===== src/rtl/mac_filter.sv =====
// rtl/mac_filter.sv - destination MAC filter and header stripper for the RMII dibit receive path
// Optional macro MAC_FILTER_BCAST_EN also accepts broadcast destination frames.
module mac_filter #(
    parameter logic [47:0] MY_MAC = 48'h692C083075FD
) (
    input  logic       clk,
    input  logic       rst,
    input  logic       axiiv,
    input  logic [1:0] axiid,
    output logic       axiov,
    output logic [1:0] axiod
);
    typedef enum logic [2:0] {SYNC, IDLE, DST, HDR, PASS, DROP} state_t;

    state_t      state;
    state_t      state_nxt;
    logic [5:0]  cnt;
    logic        m_my;
    logic [47:0] mac_shift;
    logic        my_hit;
    logic        accept;
    logic        fwd;
`ifdef MAC_FILTER_BCAST_EN
    logic        m_bc;
    logic        bc_hit;

    assign bc_hit = (axiid == 2'b11);
`endif

    // cnt is 0 in IDLE, so the same shifter yields dibit 0 there and dibit k in DST
    assign mac_shift = MY_MAC << {cnt[4:0], 1'b0};
    assign my_hit    = (axiid == mac_shift[47:46]);
    assign fwd       = (state == PASS) && axiiv;

    always_comb begin
        state_nxt = state;
        accept    = m_my && my_hit;
`ifdef MAC_FILTER_BCAST_EN
        accept    = accept || (m_bc && bc_hit);
`endif
        case (state)
            SYNC: if (!axiiv) state_nxt = IDLE;
            IDLE: if (axiiv) state_nxt = DST;
            DST: begin
                if (!axiiv)
                    state_nxt = IDLE;
                else if (cnt == 6'd23)
                    state_nxt = accept ? HDR : DROP;
            end
            HDR: begin
                if (!axiiv)
                    state_nxt = IDLE;
                else if (cnt == 6'd55)
                    state_nxt = PASS;
            end
            PASS, DROP: if (!axiiv) state_nxt = IDLE;
            default: state_nxt = SYNC;
        endcase
    end

    always_ff @(posedge clk) begin
        if (rst) begin
            state <= SYNC;
            cnt   <= 6'd0;
            m_my  <= 1'b1;
`ifdef MAC_FILTER_BCAST_EN
            m_bc  <= 1'b1;
`endif
            axiov <= 1'b0;
            axiod <= 2'b00;
        end else begin
            state <= state_nxt;
            axiov <= fwd;
            axiod <= fwd ? axiid : 2'b00;
            if (state == IDLE && axiiv) begin
                cnt  <= 6'd1;
                m_my <= my_hit;
`ifdef MAC_FILTER_BCAST_EN
                m_bc <= bc_hit;
`endif
            end else if (state == DST && axiiv) begin
                cnt  <= cnt + 6'd1;
                m_my <= m_my && my_hit;
`ifdef MAC_FILTER_BCAST_EN
                m_bc <= m_bc && bc_hit;
`endif
            end else if ((state == HDR || state == PASS || state == DROP) && axiiv) begin
                if (cnt != 6'd56)
                    cnt <= cnt + 6'd1;
            end else if (!axiiv) begin
                // gap between frames: rearm counter and match flags for the next dibit 0
                cnt  <= 6'd0;
                m_my <= 1'b1;
`ifdef MAC_FILTER_BCAST_EN
                m_bc <= 1'b1;
`endif
            end
        end
    end
endmodule


===== config.mk =====
export PLATFORM = sky130hd
export DESIGN_NAME = mac_filter
export DESIGN_NICKNAME = d
export VERILOG_FILES = /design/src/rtl/mac_filter.sv
export SDC_FILE = /design/constraint.sdc
export NUM_CORES = 1
export LEC_CHECK = 0
export ABC_CLOCK_PERIOD_IN_PS = 1900
export BUFFER_PORTS_ARGS = -buffer_cell sky130_fd_sc_hd__buf_2
export CAP_MARGIN = 0
export CORE_MARGIN = 5
export CORE_UTILIZATION = 45
export DETAILED_ROUTE_END_ITERATION = 10
export PLACE_DENSITY = 0.73
export SLEW_MARGIN = 0
export SYNTH_ARGS = -nofsm -noshare
export SYNTH_HDL_FRONTEND = slang
export SYNTH_SLANG_ARGS = --single-unit

===== constraint.sdc =====
create_clock -name clk -period 1.9 [get_ports clk]
set_input_delay 0.19 -clock clk [delete_from_list [all_inputs] [get_ports clk]]
set_output_delay 0.19 -clock clk [all_outputs]
set_load 0.005 [all_outputs]

Yosys cells after proc, flatten, opt, wreduce, memory -nomap -nowiden
Index checks and enable logic that the tools add are counted.
{ "totals": {"reg_bits": 13, "out_inout_bits": 3, "input_bits": 5, "wordCells": 60} }
{ "classes": {"n_mux": 17, "n_shift": 1, "add_sub_neg": 1, "n_eq_ne": 19, "n_reduce_logical": 15, "n_bitwise": 1} }
{ "op_table": {"columns": ["cell", "count"], "rows": [
  ["<< shifter 47 x 6 -> 48 bit, first input constant", 1],
  ["two-way mux 6 bit", 4],
  ["two-way mux 3 bit", 7],
  ["one-hot mux 3 bit (4 select lines)", 1],
  ["!= test 3 bit, second input constant", 3],
  ["adder 6 x 1 -> 6 bit, second input constant", 1],
  ["== test 3 x 2 -> 1 bit, second input constant", 2],
  ["== test 3 bit, second input constant", 2],
  ["== test 6 x 5 -> 1 bit, second input constant", 1],
  ["== test 6 bit, second input constant", 1],
  ["!= test 3 x 1 -> 1 bit, second input constant", 2],
  ["!= test 6 bit, second input constant", 1],
  ["AND reduction 2 bit", 3],
  ["logical AND 1 bit", 5],
  ["two-way mux 1 bit", 5],
  ["!= test 2 bit, second input constant", 2],
  ["!= test 4 x 1 -> 1 bit, second input constant", 1],
  ["!= test 4 x 3 -> 1 bit, second input constant", 1],
  ["AND reduction 4 bit", 1],
  ["OR reduction 2 bit", 2],
  ["== test 3 x 1 -> 1 bit, second input constant", 1],
  ["logical NOT 3 bit", 1],
  ["!= test 3 x 2 -> 1 bit, second input constant", 1],
  ["OR reduction 3 bit", 1],
  ["other kinds (3)", 4]
]} }

Longest topological paths before layout
{ "logic_depth": {"word_depth": 7, "ltp_mapped": 7, "ltp_nobuf": 7} }

Least setup slack after synthesis
Ideal clock, no wire load.
{ "synth_path": {"path_kind": "flip-flop to flip-flop", "startpoint": "reg cnt[0]", "endpoint": "reg state[2]", "stages_incl_launch_ff": 8, "required_ns": 1.784, "slack_ns": 0.136, "n_path_buf": 0, "setup_ns": 0.116, "t_arrival_ns": 1.648, "cell_sequence": "dfxtp_1 -> inv_1 -> ha_1 -> o21ba_2 -> o211ai_1 -> xnor2_1 -> o21ai_2 -> o211a_1"} }
{ "synth_via": {"elab_chain_cells": 7} }
{ "synth_lines": {"columns": ["item", "line_no", "source"], "rows": [
  ["start, declared", "17", "logic [5:0] cnt;"],
  ["start signal, assigned", "82", "cnt <= cnt + 6'd1;"],
  ["start signal, assigned", "89", "cnt <= cnt + 6'd1;"],
  ["<< shifter 47 x 6 -> 48 bit", "31", "assign mac_shift = MY_MAC << {cnt[4:0], 1'b0};"],
  ["== test 2 bit", "32", "assign my_hit = (axiid == mac_shift[47:46]);"],
  ["logical AND 1 bit", "37", "accept = m_my && my_hit;"],
  ["two-way mux 3 bit", "48", "state_nxt = accept ? HDR : DROP;"],
  ["two-way mux 3 bit", "47", "else if (cnt == 6'd23)"],
  ["two-way mux 3 bit", "45", "if (!axiiv)"],
  ["one-hot mux 3 bit (4 select lines)", "41", "case (state)"],
  ["end signal, assigned", "72", "state <= state_nxt;"],
  ["end, declared", "15", "state_t state;"]
]} }
Parallel ways exist; a longest one is shown, timed or not. The select of a mux whose other input is x is not followed.
A chain may end at the register's enable or synchronous reset.

Final worst setup path
{ "layout_path": {"startpoint": "reg cnt[0]", "endpoint": "reg state[1]"} }
Same word-level chain as after synthesis.

==> results.md <==
* Outcome: complete, no violations
* Core Rows at 16
* Final WL at 1900 µm
* Max-cap viol count at 0
* Ratio of final minimum period to clock period at 93.7%
* Fin crit period at 1780 ps
* Worst slew pin tran at 538 ps
* ANT cells at 0
* Vias at 799
* Sequential share of power at 54.0%
* Hold/Removal Path Class: input pin to register
* Setup slack, reg-to-reg at 120 ps
* Detailed Routing Iterations Pass 1 at 4
* Worst r2r path cells at 7
* Peak VDD IR at 0.000336 V
* Critical path type: register to register
* Synthesized area per cell at 8.81 µm²
* Crit path capture type: register
* Final std cells w/o fill at 140
* Most area-hungry cell type in the Yosys netlist: dfxtp_1
* Layout Nets at 123
* Combinational share of power at 12.2%
* FF-to-FF End: state[1]
* Setup_tns at 0 ps
* Initial antenna violation count at 0
* Highest Clock Rate at 562 MHz
* Post-synthesis sequential area ratio at 28.1%
* CTS Buffer Depth at 2
* Die H at 55.3 µm
* Worst clock skew at 6.61 ps
* Area contributors post-synth: dfxtp_1 28%, xnor2_1 5.7%, ha_1 5.4%
* Hold Buf Count CTS at 0
* Worst r2r src: cnt[0]
* Post-CTS Setup Bufs at 0
* Asr flop ratio synth at 0%
* TritonCTS clock tree: built
* Crit path cell chain: inv_1, ha_1, o21ba_2, o211ai_1, xnor2_1, o21ai_2, a221oi_2
* Switching power at 137 µW
* Xor/xnor share of the synthesized area at 7.58%
* Post-DRT Antenna Nets at 0
* Synthesized-area fraction occupied by adder cells at 5.41%
* Post-synthesis mux area share at 1.08%
* Top cells by count, synth: 13 x dfxtp_1, 10 x nor2_1, 6 x xnor2_1
* Clk sinks at 13
* Pwr Total at 521 µW
* Min-delay src: rst
* Clock share of power at 33.7%
* H-tree lvl count at 1
* Drt drc at 0
* Hold Fails Final Rpt at 0
* Switching share of power at 26.3%
* Syn_nets at 114
* Worst path max stage delay at 350 ps
* Hold WS at 83.2 ps
* CP Launch Type: register
* RSZ-0062 raised after global routing: false
* Post-synthesis compound-gate area fraction at 23.3%
* Largest family of logic cells by synthesized area: simple AND/OR/NAND/NOR gates
* Internal Dissipation at 384 µW
* WL per Instance at 13.6 µm
* Most used DFF post-synth: dfxtp_1
* Cell Pwr Density at 518 nW/µm²
* Crit-path leading delay family: compound AO/OA/AOI/OAI gates
* Relative slew slack at 64.1%
* Mapped Area at 925 µm²
* Crit Path Max Fanout at 4
* Num CTS Buffers at 3
* CP arrival at 1980 ps
* Count leader, synth: dfxtp_1
* Core footprint at 1960 µm²
* I/O Pins at 8
* Cells after Synth at 105
* Area fraction of the dominant cell type after synthesis at 28.1%
* GRT Util Overall at 12.6%
* Worst Path Required at 2100 ps
* Buf/Inv on CP at 1
* Crit-path slowest cell: ha_1
* Hold Path End: cnt[1]
* PortBufs at 7
* Setup violators final at 0
* Clk slew on worst S/H paths at 80 ps
* FF+latch count, synth at 13
* Die W at 55.3 µm
* Area grow syn2layout at 8.80%
* Yosys cell types at 45
* Vias per std cell at 5.71
* Clk root buf: clkbuf_4
* Hold Crit Depth at 2
* YS warnings at 0
* Layout cells sized above 1 at 22.1%
* Synth Area in Simple Gates at 26.8%
* Routability cong. at 0.832
* Hpwl dp at 1400 µm
* Global-route wire length before repair at 3060 µm
* Final Slew Violations at 0
* Dpl cells at 136
* Fillers at 206
* Post-synth EDFFs at 0
* Drt initial violations at 32
* Leak at 0.000381 µW
* Total grt overflow at 0
* Vias in the first global route at 653
* Clock Latency Late Sink at 280 ps
* Initial Util at 47.1%
* Largest net degree at the start of global routing at 15
* DIE AREA at 3060 µm²
[metrics by stage]
stage,instance area (µm²),utilization [%],worst slack (ps)
6_report,1010,51.3,120
2_1_floorplan,925,-,136
5_1_grt,1010,51.3,14.5
3_5_place_dp,978,49.9,110
4_1_cts,1000,51.2,83.7
3_3_place_gp,978,49.9,78.3
[timing repair]
action | CTS | global route
gates resized for setup | 0 | 1
endpoints found under the setup margin | 0 | 2
hold endpoints to repair | 0 | 0
[power groups by stage]
| stage | Sequential, µW | Clock [µW] | Combinational, µW |
|---|---|---|---|
| global route | 283 | 194 | 68.3 |
| finish | 282 | 176 | 63.8 |
| CTS | 282 | 182 | 63.0 |
| global placement | 288 | 0 | 61.4 |
| detailed placement | 288 | 0 | 62.8 |
| floorplan | 286 | 0 | 49.1 |
[routing by layer]
layer	vias up	part of all wire, %	GRT usage [%]
met4	0	1.4	5.21
met5	-	0	0
met3	5	6.5	5.13
met2	23	45	19.1
met1	367	47	15.5
li1	404	-	-
[cell usage in the layout, fill, tap and decap left out, types with 2 or more instances in the layout]
cell type and n:
dfxtp_1 12, nor2_1 10, buf_2 7, xnor2_1 6, inv_1 5, nand2_1 5
a31oi_1 5, buf_4 5, nand4_1 4, ha_1 4, nor3_1 3, and2_1 3
a21oi_1 3, clkbuf_4 3, nor2b_1 2, xor2_1 2, a221oi_2 2, nor4_1 2
nand4b_1 2, nand3_1 2
[cell type report]
cell class / count / area, µm² / area share [%]
multi-input cells: 79 / 593 / 59.0
flip-flops and latches: 13 / 262 / 26.0
repair buffers: 12 / 72.6 / 7.21
well taps: 27 / 33.8 / 3.36
clock buffers: 4 / 26.3 / 2.61
inverters: 5 / 18.8 / 1.87
[registers in the layout (all words and copies together) (netlist names)]
| signal | count |
|---|---|
| cnt | 6 |
| state | 3 |
| axiod | 2 |
| axiov | 1 |
| m_my | 1 |
[worst max-delay path by stage]
stage | cells after the start | slack (ps) | to | startpoint
6_report | 7 | 120 | state[1] | cnt[0]
5_1_grt | 7 | 10 | cnt[2] | cnt[0]
4_1_cts | 7 | 80 | state[2] | cnt[1]
3_5_place_dp | 7 | 110 | state[2] | cnt[1]
3_3_place_gp | 7 | 80 | state[2] | cnt[1]
2_1_floorplan | 7 | 140 | state[2] | cnt[0]
[cells by family (layout without fill, tap and decap cells)]
kind of cell / Yosys count / in the layout
compound gates: 25 / 25
xor+xnor: 8 / 8
fa+ha+maj: 4 / 4
buf+inv: 13 / 21
flops: 13 / 13
mux: 1 / 1
simple gates: 41 / 41
[worst register-to-register path, stage by stage (launching register included)]
cell and delay, ps:
dfxtp_1 330, inv_1 80, ha_1 350, o21ba_2 210, o211ai_1 180, xnor2_1 160
o21ai_2 130, a221oi_2 250
Note: power is estimated with default switching activity, not from simulation.
